### config.mk
export PLATFORM = sky130hd
export DESIGN_NAME = mccu_flat
export DESIGN_NICKNAME = d
export VERILOG_FILES = /design/src/rtl/mccu_pkg.sv /design/src/rtl/mccu_if.sv /design/src/rtl/mccu_decode.sv /design/src/rtl/mccu.sv /design/src/flat_wrapper.sv
export SDC_FILE = /design/constraint.sdc
export NUM_CORES = 1
export LEC_CHECK = 0
export CORE_MARGIN = 2
export CORE_UTILIZATION = 36
export CTS_BUF_LIST = sky130_fd_sc_hd__clkbuf_4
export CTS_CLUSTER_DIAMETER = 150
export DETAILED_ROUTE_END_ITERATION = 7
export PLACE_DENSITY = 0.78
export SYNTH_ARGS = -nofsm -noshare
export SYNTH_HDL_FRONTEND = slang
export SYNTH_SLANG_ARGS = --single-unit
### constraint.sdc
create_clock -name clk -period 1.6 [get_ports clk]
set_input_delay 0.32 -clock clk [delete_from_list [all_inputs] [get_ports clk]]
set_output_delay 0.32 -clock clk [all_outputs]
set_load 0.01 [all_outputs]
### src/rtl/mccu_pkg.sv
// Shared encodings for the multicycle control unit: states, opcode/func fields,
// ALU operation codes and the decode/control payload structs.
package mccu_pkg;

   localparam int unsigned OP_W   = 6;
   localparam int unsigned FN_W   = 6;
   localparam int unsigned ALUC_W = 4;
   localparam int unsigned ST_W   = 3;

   typedef enum logic [ST_W-1:0] {
      S_IF  = 3'd0,
      S_ID  = 3'd1,
      S_EXE = 3'd2,
      S_MEM = 3'd3,
      S_WB  = 3'd4
   } state_t;

   localparam logic [OP_W-1:0] OP_RTYPE = 6'h00;
   localparam logic [OP_W-1:0] OP_J     = 6'h02;
   localparam logic [OP_W-1:0] OP_JAL   = 6'h03;
   localparam logic [OP_W-1:0] OP_BEQ   = 6'h04;
   localparam logic [OP_W-1:0] OP_BNE   = 6'h05;
   localparam logic [OP_W-1:0] OP_ADDI  = 6'h08;
   localparam logic [OP_W-1:0] OP_ANDI  = 6'h0C;
   localparam logic [OP_W-1:0] OP_ORI   = 6'h0D;
   localparam logic [OP_W-1:0] OP_XORI  = 6'h0E;
   localparam logic [OP_W-1:0] OP_LUI   = 6'h0F;
   localparam logic [OP_W-1:0] OP_LW    = 6'h23;
   localparam logic [OP_W-1:0] OP_SW    = 6'h2B;

   localparam logic [FN_W-1:0] FN_SLL = 6'h00;
   localparam logic [FN_W-1:0] FN_SRL = 6'h02;
   localparam logic [FN_W-1:0] FN_SRA = 6'h03;
   localparam logic [FN_W-1:0] FN_JR  = 6'h08;
   localparam logic [FN_W-1:0] FN_ADD = 6'h20;
   localparam logic [FN_W-1:0] FN_SUB = 6'h22;
   localparam logic [FN_W-1:0] FN_AND = 6'h24;
   localparam logic [FN_W-1:0] FN_OR  = 6'h25;
   localparam logic [FN_W-1:0] FN_XOR = 6'h26;

   localparam logic [ALUC_W-1:0] ALUC_ADD = 4'b0000;
   localparam logic [ALUC_W-1:0] ALUC_SUB = 4'b0100;
   localparam logic [ALUC_W-1:0] ALUC_AND = 4'b0001;
   localparam logic [ALUC_W-1:0] ALUC_OR  = 4'b0101;
   localparam logic [ALUC_W-1:0] ALUC_XOR = 4'b0010;
   localparam logic [ALUC_W-1:0] ALUC_LUI = 4'b0110;
   localparam logic [ALUC_W-1:0] ALUC_SLL = 4'b0011;
   localparam logic [ALUC_W-1:0] ALUC_SRL = 4'b0111;
   localparam logic [ALUC_W-1:0] ALUC_SRA = 4'b1111;

   // Instruction-class flags; rtype covers R-type ALU ops including shifts, not jr
   typedef struct packed {
      logic              legal;
      logic              rtype;
      logic              shift;
      logic              jr;
      logic              j;
      logic              jal;
      logic              beq;
      logic              bne;
      logic              lw;
      logic              sw;
      logic              itype;
      logic              sext;
      logic [ALUC_W-1:0] aluc;
   } dec_t;

   typedef struct packed {
      logic              wpc;
      logic              wir;
      logic              wmem;
      logic              wreg;
      logic              iord;
      logic              regrt;
      logic              m2reg;
      logic              shift;
      logic              alusrca;
      logic              jal;
      logic              sext;
      logic [1:0]        alusrcb;
      logic [1:0]        pcsource;
      logic [ALUC_W-1:0] aluc;
      logic              illegal;
   } ctrl_t;

endpackage

### src/rtl/mccu_if.sv
// Control bundle between the multicycle controller (master) and the datapath (slave).
interface mccu_if;
   import mccu_pkg::*;

   logic [OP_W-1:0]   op;
   logic [FN_W-1:0]   func;
   logic              z;
   logic              mem_rdy;

   logic              wpc;
   logic              wir;
   logic              wmem;
   logic              wreg;
   logic              iord;
   logic              regrt;
   logic              m2reg;
   logic              shift;
   logic              alusrca;
   logic              jal;
   logic              sext;
   logic [1:0]        alusrcb;
   logic [1:0]        pcsource;
   logic [ALUC_W-1:0] aluc;
   logic [ST_W-1:0]   state;
   logic              illegal;

   modport master (
      input  op, func, z, mem_rdy,
      output wpc, wir, wmem, wreg, iord, regrt, m2reg, shift, alusrca, jal, sext,
             alusrcb, pcsource, aluc, state, illegal
   );

   modport slave (
      output op, func, z, mem_rdy,
      input  wpc, wir, wmem, wreg, iord, regrt, m2reg, shift, alusrca, jal, sext,
             alusrcb, pcsource, aluc, state, illegal
   );
endinterface

### src/rtl/mccu_decode.sv
// Combinational op/func decoder producing instruction-class flags and the EXE ALU code.
module mccu_decode
   import mccu_pkg::*;
(
   input  logic [OP_W-1:0] op,
   input  logic [FN_W-1:0] func,
   output dec_t            dec
);

   always_comb begin
      dec      = '0;
      dec.aluc = ALUC_ADD;
      case (op)
         OP_RTYPE: begin
            dec.legal = 1'b1;
            dec.rtype = 1'b1;
            case (func)
               FN_ADD: dec.aluc = ALUC_ADD;
               FN_SUB: dec.aluc = ALUC_SUB;
               FN_AND: dec.aluc = ALUC_AND;
               FN_OR:  dec.aluc = ALUC_OR;
               FN_XOR: dec.aluc = ALUC_XOR;
               FN_SLL: begin dec.aluc = ALUC_SLL; dec.shift = 1'b1; end
               FN_SRL: begin dec.aluc = ALUC_SRL; dec.shift = 1'b1; end
               FN_SRA: begin dec.aluc = ALUC_SRA; dec.shift = 1'b1; end
               FN_JR:  begin dec.jr = 1'b1; dec.rtype = 1'b0; end
               default: begin dec.legal = 1'b0; dec.rtype = 1'b0; end
            endcase
         end
         OP_J:    begin dec.legal = 1'b1; dec.j   = 1'b1; end
         OP_JAL:  begin dec.legal = 1'b1; dec.jal = 1'b1; end
         OP_BEQ:  begin dec.legal = 1'b1; dec.beq = 1'b1; dec.sext = 1'b1; dec.aluc = ALUC_SUB; end
         OP_BNE:  begin dec.legal = 1'b1; dec.bne = 1'b1; dec.sext = 1'b1; dec.aluc = ALUC_SUB; end
         OP_ADDI: begin dec.legal = 1'b1; dec.itype = 1'b1; dec.sext = 1'b1; dec.aluc = ALUC_ADD; end
         OP_ANDI: begin dec.legal = 1'b1; dec.itype = 1'b1; dec.aluc = ALUC_AND; end
         OP_ORI:  begin dec.legal = 1'b1; dec.itype = 1'b1; dec.aluc = ALUC_OR;  end
         OP_XORI: begin dec.legal = 1'b1; dec.itype = 1'b1; dec.aluc = ALUC_XOR; end
         OP_LUI:  begin dec.legal = 1'b1; dec.itype = 1'b1; dec.aluc = ALUC_LUI; end
         OP_LW:   begin dec.legal = 1'b1; dec.lw = 1'b1; dec.sext = 1'b1; dec.aluc = ALUC_ADD; end
         OP_SW:   begin dec.legal = 1'b1; dec.sw = 1'b1; dec.sext = 1'b1; dec.aluc = ALUC_ADD; end
         default: dec.legal = 1'b0;
      endcase
   end

endmodule

### src/rtl/mccu.sv
// Multicycle CPU control unit: IF/ID/EXE/MEM/WB state register plus Mealy
// output logic, so enables fire on the same edge the state advances.
module mccu
   import mccu_pkg::*;
(
   input  logic  clk,
   input  logic  rst,
   mccu_if.master bus
);

   state_t     state_q;
   state_t     state_d;
   dec_t       dec;
   ctrl_t      ctl;
   logic [1:0] ex_srcb;

   mccu_decode u_decode (
      .op   (bus.op),
      .func (bus.func),
      .dec  (dec)
   );

   // R-type and branches take B from the register file, others from the immediate
   assign ex_srcb = (dec.rtype | dec.beq | dec.bne) ? 2'b00 : 2'b10;

   always_ff @(posedge clk) begin
      if (!rst) state_q <= S_IF;
      else      state_q <= state_d;
   end

   always_comb begin
      state_d  = state_q;
      ctl      = '0;
      ctl.aluc = ALUC_ADD;
      case (state_q)
         S_IF: begin
            ctl.alusrcb = 2'b01;
            ctl.wir     = bus.mem_rdy;
            ctl.wpc     = bus.mem_rdy;
            if (bus.mem_rdy) state_d = S_ID;
         end
         S_ID: begin
            ctl.alusrcb = 2'b11;
            ctl.sext    = 1'b1;
            state_d     = S_EXE;
            if (dec.j) begin
               ctl.wpc      = 1'b1;
               ctl.pcsource = 2'b11;
               state_d      = S_IF;
            end else if (dec.jal) begin
               ctl.wpc      = 1'b1;
               ctl.pcsource = 2'b11;
               ctl.wreg     = 1'b1;
               ctl.jal      = 1'b1;
               state_d      = S_IF;
            end else if (dec.jr) begin
               ctl.wpc      = 1'b1;
               ctl.pcsource = 2'b10;
               state_d      = S_IF;
            end else if (!dec.legal) begin
               ctl.illegal  = 1'b1;
               state_d      = S_IF;
            end
         end
         S_EXE: begin
            if (dec.beq) begin
               ctl.pcsource = 2'b01;
               ctl.wpc      = bus.z;
               state_d      = S_IF;
            end else if (dec.bne) begin
               ctl.pcsource = 2'b01;
               ctl.wpc      = ~bus.z;
               state_d      = S_IF;
            end else if (dec.lw | dec.sw) begin
               state_d = S_MEM;
            end else begin
               state_d = S_WB;
            end
         end
         S_MEM: begin
            ctl.iord = 1'b1;
            ctl.wmem = dec.sw & bus.mem_rdy;
            if (bus.mem_rdy) state_d = dec.lw ? S_WB : S_IF;
         end
         S_WB: begin
            ctl.wreg  = 1'b1;
            ctl.regrt = dec.itype | dec.lw;
            ctl.m2reg = dec.lw;
            state_d   = S_IF;
         end
         default: state_d = S_IF;
      endcase

      // ALU setup chosen in EXE stays stable until the result is written back
      if (state_q == S_EXE || state_q == S_MEM || state_q == S_WB) begin
         ctl.alusrca = dec.shift;
         ctl.shift   = dec.shift;
         ctl.alusrcb = ex_srcb;
         ctl.sext    = dec.sext;
         ctl.aluc    = dec.aluc;
      end

      // Reset parks the selects at their fetch values with every write disabled
      if (!rst) begin
         ctl         = '0;
         ctl.alusrcb = 2'b01;
         ctl.aluc    = ALUC_ADD;
         state_d     = S_IF;
      end
   end

   assign bus.wpc      = ctl.wpc;
   assign bus.wir      = ctl.wir;
   assign bus.wmem     = ctl.wmem;
   assign bus.wreg     = ctl.wreg;
   assign bus.iord     = ctl.iord;
   assign bus.regrt    = ctl.regrt;
   assign bus.m2reg    = ctl.m2reg;
   assign bus.shift    = ctl.shift;
   assign bus.alusrca  = ctl.alusrca;
   assign bus.jal      = ctl.jal;
   assign bus.sext     = ctl.sext;
   assign bus.alusrcb  = ctl.alusrcb;
   assign bus.pcsource = ctl.pcsource;
   assign bus.aluc     = ctl.aluc;
   assign bus.illegal  = ctl.illegal;
   assign bus.state    = state_q;

endmodule
### src/flat_wrapper.sv
// flat-port wrapper written by rule: the top's interface ports become plain ports
module mccu_flat import mccu_pkg::*;
  (clk, rst, bus_op, bus_func, bus_z, bus_mem_rdy, bus_wpc, bus_wir, bus_wmem, bus_wreg, bus_iord, bus_regrt, bus_m2reg, bus_shift, bus_alusrca, bus_jal, bus_sext, bus_alusrcb, bus_pcsource, bus_aluc, bus_state, bus_illegal);
  mccu_if bus_i ();
  input  logic clk;
  input  logic rst;
  input wire logic [$bits(bus_i.op)-1:0] bus_op;
  input wire logic [$bits(bus_i.func)-1:0] bus_func;
  input wire logic [$bits(bus_i.z)-1:0] bus_z;
  input wire logic [$bits(bus_i.mem_rdy)-1:0] bus_mem_rdy;
  output wire logic [$bits(bus_i.wpc)-1:0] bus_wpc;
  output wire logic [$bits(bus_i.wir)-1:0] bus_wir;
  output wire logic [$bits(bus_i.wmem)-1:0] bus_wmem;
  output wire logic [$bits(bus_i.wreg)-1:0] bus_wreg;
  output wire logic [$bits(bus_i.iord)-1:0] bus_iord;
  output wire logic [$bits(bus_i.regrt)-1:0] bus_regrt;
  output wire logic [$bits(bus_i.m2reg)-1:0] bus_m2reg;
  output wire logic [$bits(bus_i.shift)-1:0] bus_shift;
  output wire logic [$bits(bus_i.alusrca)-1:0] bus_alusrca;
  output wire logic [$bits(bus_i.jal)-1:0] bus_jal;
  output wire logic [$bits(bus_i.sext)-1:0] bus_sext;
  output wire logic [$bits(bus_i.alusrcb)-1:0] bus_alusrcb;
  output wire logic [$bits(bus_i.pcsource)-1:0] bus_pcsource;
  output wire logic [$bits(bus_i.aluc)-1:0] bus_aluc;
  output wire logic [$bits(bus_i.state)-1:0] bus_state;
  output wire logic [$bits(bus_i.illegal)-1:0] bus_illegal;
  assign bus_i.op = bus_op;
  assign bus_i.func = bus_func;
  assign bus_i.z = bus_z;
  assign bus_i.mem_rdy = bus_mem_rdy;
  assign bus_wpc = bus_i.wpc;
  assign bus_wir = bus_i.wir;
  assign bus_wmem = bus_i.wmem;
  assign bus_wreg = bus_i.wreg;
  assign bus_iord = bus_i.iord;
  assign bus_regrt = bus_i.regrt;
  assign bus_m2reg = bus_i.m2reg;
  assign bus_shift = bus_i.shift;
  assign bus_alusrca = bus_i.alusrca;
  assign bus_jal = bus_i.jal;
  assign bus_sext = bus_i.sext;
  assign bus_alusrcb = bus_i.alusrcb;
  assign bus_pcsource = bus_i.pcsource;
  assign bus_aluc = bus_i.aluc;
  assign bus_state = bus_i.state;
  assign bus_illegal = bus_i.illegal;
  mccu u_core (.clk(clk), .rst(rst), .bus(bus_i));
endmodule
==> impl_metrics.csv, run 1 <==
group,metric,value,unit
run_status,outcome,"stopped before the end",
run_status,haltStage,"global routing (5_1_grt)",
run_status,error,"[ERROR DPL-0038] Utilization greater than 100%, impossible to legalize",
synthesis,yosysWarnings,0,
synthesis,yosysUniqueCellTypes,43,
place,hpwlAfterDp,2690,um
clock_tree,cts.root.buffer_cell,"clkbuf_4",
synthesis,synth-edff-count,0,
die,num_rows,16,
timing,postGrtWorstEndpoint,"bus_aluc[3]",
die,start_util,0.375,
place,gp_congestion,0.919,
synthesis,async_flop_share,0,
synthesis,synth_cells,111,
die,num_io_pins,39,
synthesis,syn-num-nets,127,
synthesis,synth_ff_type,"dfxtp_1",
place,placed_cells,219,
die,die_h,48.7,um
global_routing,grt_start_max_net_pins,11,
clock_tree,cts-htree-levels,1,
clock_tree,cts.sinks,3,
place,io_buffers,38,
die,die_w,48.7,um
synthesis,synth.avg_cell_area,6.49,sq um
timing,worst-ep-kind,"top-level output",
clock_tree,clock_path_buffers,2,
clock_tree,cts_buffers,3,
place,pre_cts_slack,-1190,ps
synthesis,synth.cell_area,721,sq um
synthesis,ys_seq_elements,3,
synthesis,seq_area_frac_synth,0.0833,
## synthesized netlist by cell type, types with 3 or more instances
cell / number / share of area
nand2_1: 10 / 0.052
nor4_1: 4 / 0.035
nand3_1: 6 / 0.042
dfxtp_1: 3 / 0.083
or2_1: 3 / 0.026
a31oi_1: 4 / 0.035
clkbuf_1: 3 / 0.016
o22ai_1: 3 / 0.026
a21oi_1: 7 / 0.049
nor3_1: 5 / 0.035
nand2b_1: 3 / 0.026
inv_1: 5 / 0.026
nor2_1: 12 / 0.062
nor2b_1: 3 / 0.026
o21ai_0: 4 / 0.028
o21ai_1: 4 / 0.028
## logic make-up after synthesis
group                     Yosys count  synth area share
buffers and inverters              15             0.108
DFF                                 3            0.0833
AOI/OAI and AO/OA                  30             0.269
xor gates and xnor gates            1            0.0122
muxes                               3            0.0451
and+or+nand+nor                    59             0.483
## metrics by stage
| stage | utilization | area [sq um] | hold slack [ps] |
|---|---|---|---|
| 2_1_floorplan | - | 792 | 506 |
| 3_3_place_gp | 0.798 | 1530 | 726 |
| 3_5_place_dp | 0.798 | 1530 | 736 |
| 4_1_cts | 0.948 | 1820 | 664 |
## repair_timing
action,4_1_cts
resized for setup,173
endpoints found under the setup margin,25
pin swaps,30
buffers inserted,21
hold buffers,0
==> inputs of run 2 (changes only) <==
--- a/config.mk
+++ b/config.mk
@@ -5,12 +5,10 @@
 export SDC_FILE = /design/constraint.sdc
 export NUM_CORES = 1
 export LEC_CHECK = 0
-export CORE_MARGIN = 2
-export CORE_UTILIZATION = 36
-export CTS_BUF_LIST = sky130_fd_sc_hd__clkbuf_4
-export CTS_CLUSTER_DIAMETER = 150
+export CORE_AREA = 2 2 63 65
 export DETAILED_ROUTE_END_ITERATION = 7
-export PLACE_DENSITY = 0.78
+export DIE_AREA = 0 0 65 67
+export PLACE_DENSITY_LB_ADDON = 0.15
 export SYNTH_ARGS = -nofsm -noshare
 export SYNTH_HDL_FRONTEND = slang
 export SYNTH_SLANG_ARGS = --single-unit
==> constraint.sdc (replaced) <==
create_clock -name clk -period 2.1 [get_ports clk]
set_input_delay 0.42 -clock clk [delete_from_list [all_inputs] [get_ports clk]]
set_output_delay 0.42 -clock clk [all_outputs]
set_load 0.01 [all_outputs]
==> run 2 against run 1 <==
Net effect: the flow now finishes, with violations (setup timing); area after synthesis stayed put; synthesized cell count stayed put.
==> impl_metrics.csv, run 2 <==
group,metric,value,unit
worst_setup_path,path_class,"primary input to primary output",
synthesis,yosysUniqueCellTypes,43,
synthesis,syn-num-nets,127,
worst_setup_path,cp.required,1680,ps
finish,final_cells,255,
synthesis,synth_cells,111,
timing,tightest_slew,334,ps
worst_setup_path,critPathMaxFanout,4,
run_status,outcome,"finished, violations left",
synthesis,synth-simple-area-share,0.483,
drt,drt_iter0_markers,67,
finish,antennaDiodeCount,0,
finish,fin_nets,224,
min_path,min_path_type,"flip-flop to flip-flop",
timing,fmax,445,MHz
timing,slew_violations,0,
timing,setup_ws,-149,ps
global_routing,grt_overflow_total,0,
die,num_rows,22,
drt,vias_per_cell,4.66,
global_routing,grt_start_max_net_pins,12,
finish,largest_reg_flops,3,
clock_tree,cts.sinks,3,
clock_tree,clock_path_buffers,2,
finish,syn2layout_area_growth,150,%
place,io_buffers,38,
synthesis,synth.avg_cell_area,6.49,sq um
pwr,combinationalPowerShare,0.502,
drt,num_vias,1188,
drt,wire_per_inst,12.4,um
pwr,cell_internal_pwr,310,uW
pwr,seqPwrFrac,0.131,
synthesis,synth_top_area_share,0.0833,
finish,final_util,0.500,
synthesis,synthMuxAreaShare,0.0451,
global_routing,antenna_found_initial,0,
clock_tree,cts.root.buffer_cell,"clkbuf_8",
run_status,failed_checks,"setup timing",
place,gp_congestion,0.795,
die,core,3610,sq um
worst_setup_path,cp-start-kind,"primary input",
finish,final_common_cell,"buf_4",
pwr,worst_ir_drop_vdd,0.000171,V
timing,grt_setup_unrepaired,"true",
synthesis,synth_xor_area_frac,0.0122,
global_routing,grt_pass1_vias,1123,
clock_tree,hold_buffers,0,
synthesis,yosysWarnings,0,
timing,period_share,1.07,
flow_run,maxCapViolCount,0,
synthesis,yosys.area_share.adder,0,
clock_tree,cts_buffers,3,
timing,finalHoldViolations,0,
drt,final_antenna_net_count,0,
synthesis,synth_top_family_by_area,"simple AND/OR/NAND/NOR gates",
drt,drc,0,
synthesis,ys_seq_elements,3,
pwr,powerDensity,255,nW/um^2
worst_setup_path,crit_path_end_kind,"primary output",
synthesis,yosysMostFrequentCell,"nor2_1",
synthesis,synth-edff-count,0,
synthesis,seq_area_frac_synth,0.0833,
pwr,p_leak,0.000816,uW
finish,nFillCells,387,
synthesis,synth-compound-area-share,0.269,
clock_tree,cts-htree-levels,1,
worst_setup_path,cp.arrival,1830,ps
timing,finClkSkew,0.491,ps
die,start_util,0.200,
pwr,p_sw,150,uW
global_routing,grt_use_total,0.140,
clock_tree,clk-insertion-delay-late,220,ps
die,die_h,67,um
global_routing,grt_pass1_wl,4840,um
synthesis,synthTopCellsByCount,"12 x nor2_1, 10 x nand2_1, 7 x a21oi_1",
place,pre_cts_slack,-873,ps
drt,wirelength,3160,um
synthesis,async_flop_share,0,
clock_tree,cts_tree,"done",
die,num_io_pins,39,
pwr,swShare,0.326,
finish,most-common-layout-cells,"51 x buf_4, 16 x buf_6, 15 x buf_2, 10 x nor2_1, 10 x nand2_1",
place,hpwlAfterDp,2370,um
synthesis,yosys-top-cells-area,"dfxtp_1 8.3%, nor2_1 6.3%, nand2_1 5.2%, a21oi_1 4.9%, nand3_1 4.2%",
timing,max_slew_margin,0.776,
drt,first_pass_iters,4,
die,die-area,4360,sq um
pwr,clkPwrFrac,0.367,
place,placed_cells,240,
synthesis,synth.cell_area,721,sq um
timing,post-route-min-period,2250,ps
timing,setup_violations,7,
synthesis,synth_ff_type,"dfxtp_1",
synthesis,yosys.area.top_type,"dfxtp_1",
clock_tree,clkTransAtPathRegs,30,ps
die,die_w,65,um
finish,drive_gt1_frac,0.643,
==> run 2: cell counts after synthesis <==
Identical to the previous run, type by type.
==> run 2: per-stage QoR <==
stage	hold slack [ps]	TNS (ps)	cell area, sq um	total power, uW
after floorplan	562	0	727	135
after global placement	715	-12710	1500	251
after detailed placement	717	-13130	1500	252
after CTS	722	-737	1670	437
after global routing	754	-1200	1800	486
final	739	-693	1800	460
==> run 2: power by group through the flow <==
stage          sequential (uW)  clock [uW]  combinational [uW]
3_5_place_dp              60.8           0                 191
6_report                  60.5         169                 231
3_3_place_gp              60.8           0                 190
4_1_cts                   60.1         172                 205
5_1_grt                   60.6         177                 248
2_1_floorplan             61.9           0                73.2
==> run 2: worst max-delay path, cell delays in order <==
cell     delay, ps
buf_6           90
buf_6          110
nor4_4         370
nand3_2        220
buf_4          190
buf_6          110
nor4_4         140
buf_2          180
==> run 2: repair_timing <==
item	in CTS	in global routing
resized for setup	123	43
gates cloned	0	0
pin swaps	22	22
buffers inserted	9	3
setup endpoints to repair	19	17
==> run 2: final timing paths <==
check | from | cells after the start | end | slack, ps
max reg2reg | u_core.bus.state[2] | 6 | u_core.bus.state[1] | 890
max | bus_op[5] | 8 | bus_shift | -150
min | u_core.bus.state[1] | 4 | u_core.bus.state[2] | 740
min reg2reg | u_core.bus.state[1] | 4 | u_core.bus.state[2] | 740
==> run 2: metal layers <==
metal	global-route usage	share of wire	vias to the layer above	wire length, um
met5	0	0	-	0
met4	0.0399	0.0082	0	26
met3	0.0118	0.041	2	129
met2	0.256	0.50	28	1590
met1	0.174	0.45	555	1410
li1	-	-	603	-
==> run 2: cell families after synthesis <==
kind of cell | Yosys count
simple gates | 59
buf+inv | 15
flops | 3
compound gates | 30
xor+xnor | 1
mux | 3
==> run 2: layout make-up <==
type	count	area (sq um)	share of cell area
Multi-Input combinational cell	93	821	0.455
Tap cell	48	60.1	0.0333
Clock buffer	4	45.0	0.0250
Sequential cell	3	61.3	0.0340
Inverter	7	26.3	0.0146
Timing Repair Buffer	100	790	0.438
No activity file was read; power rests on OpenSTA's default activity.
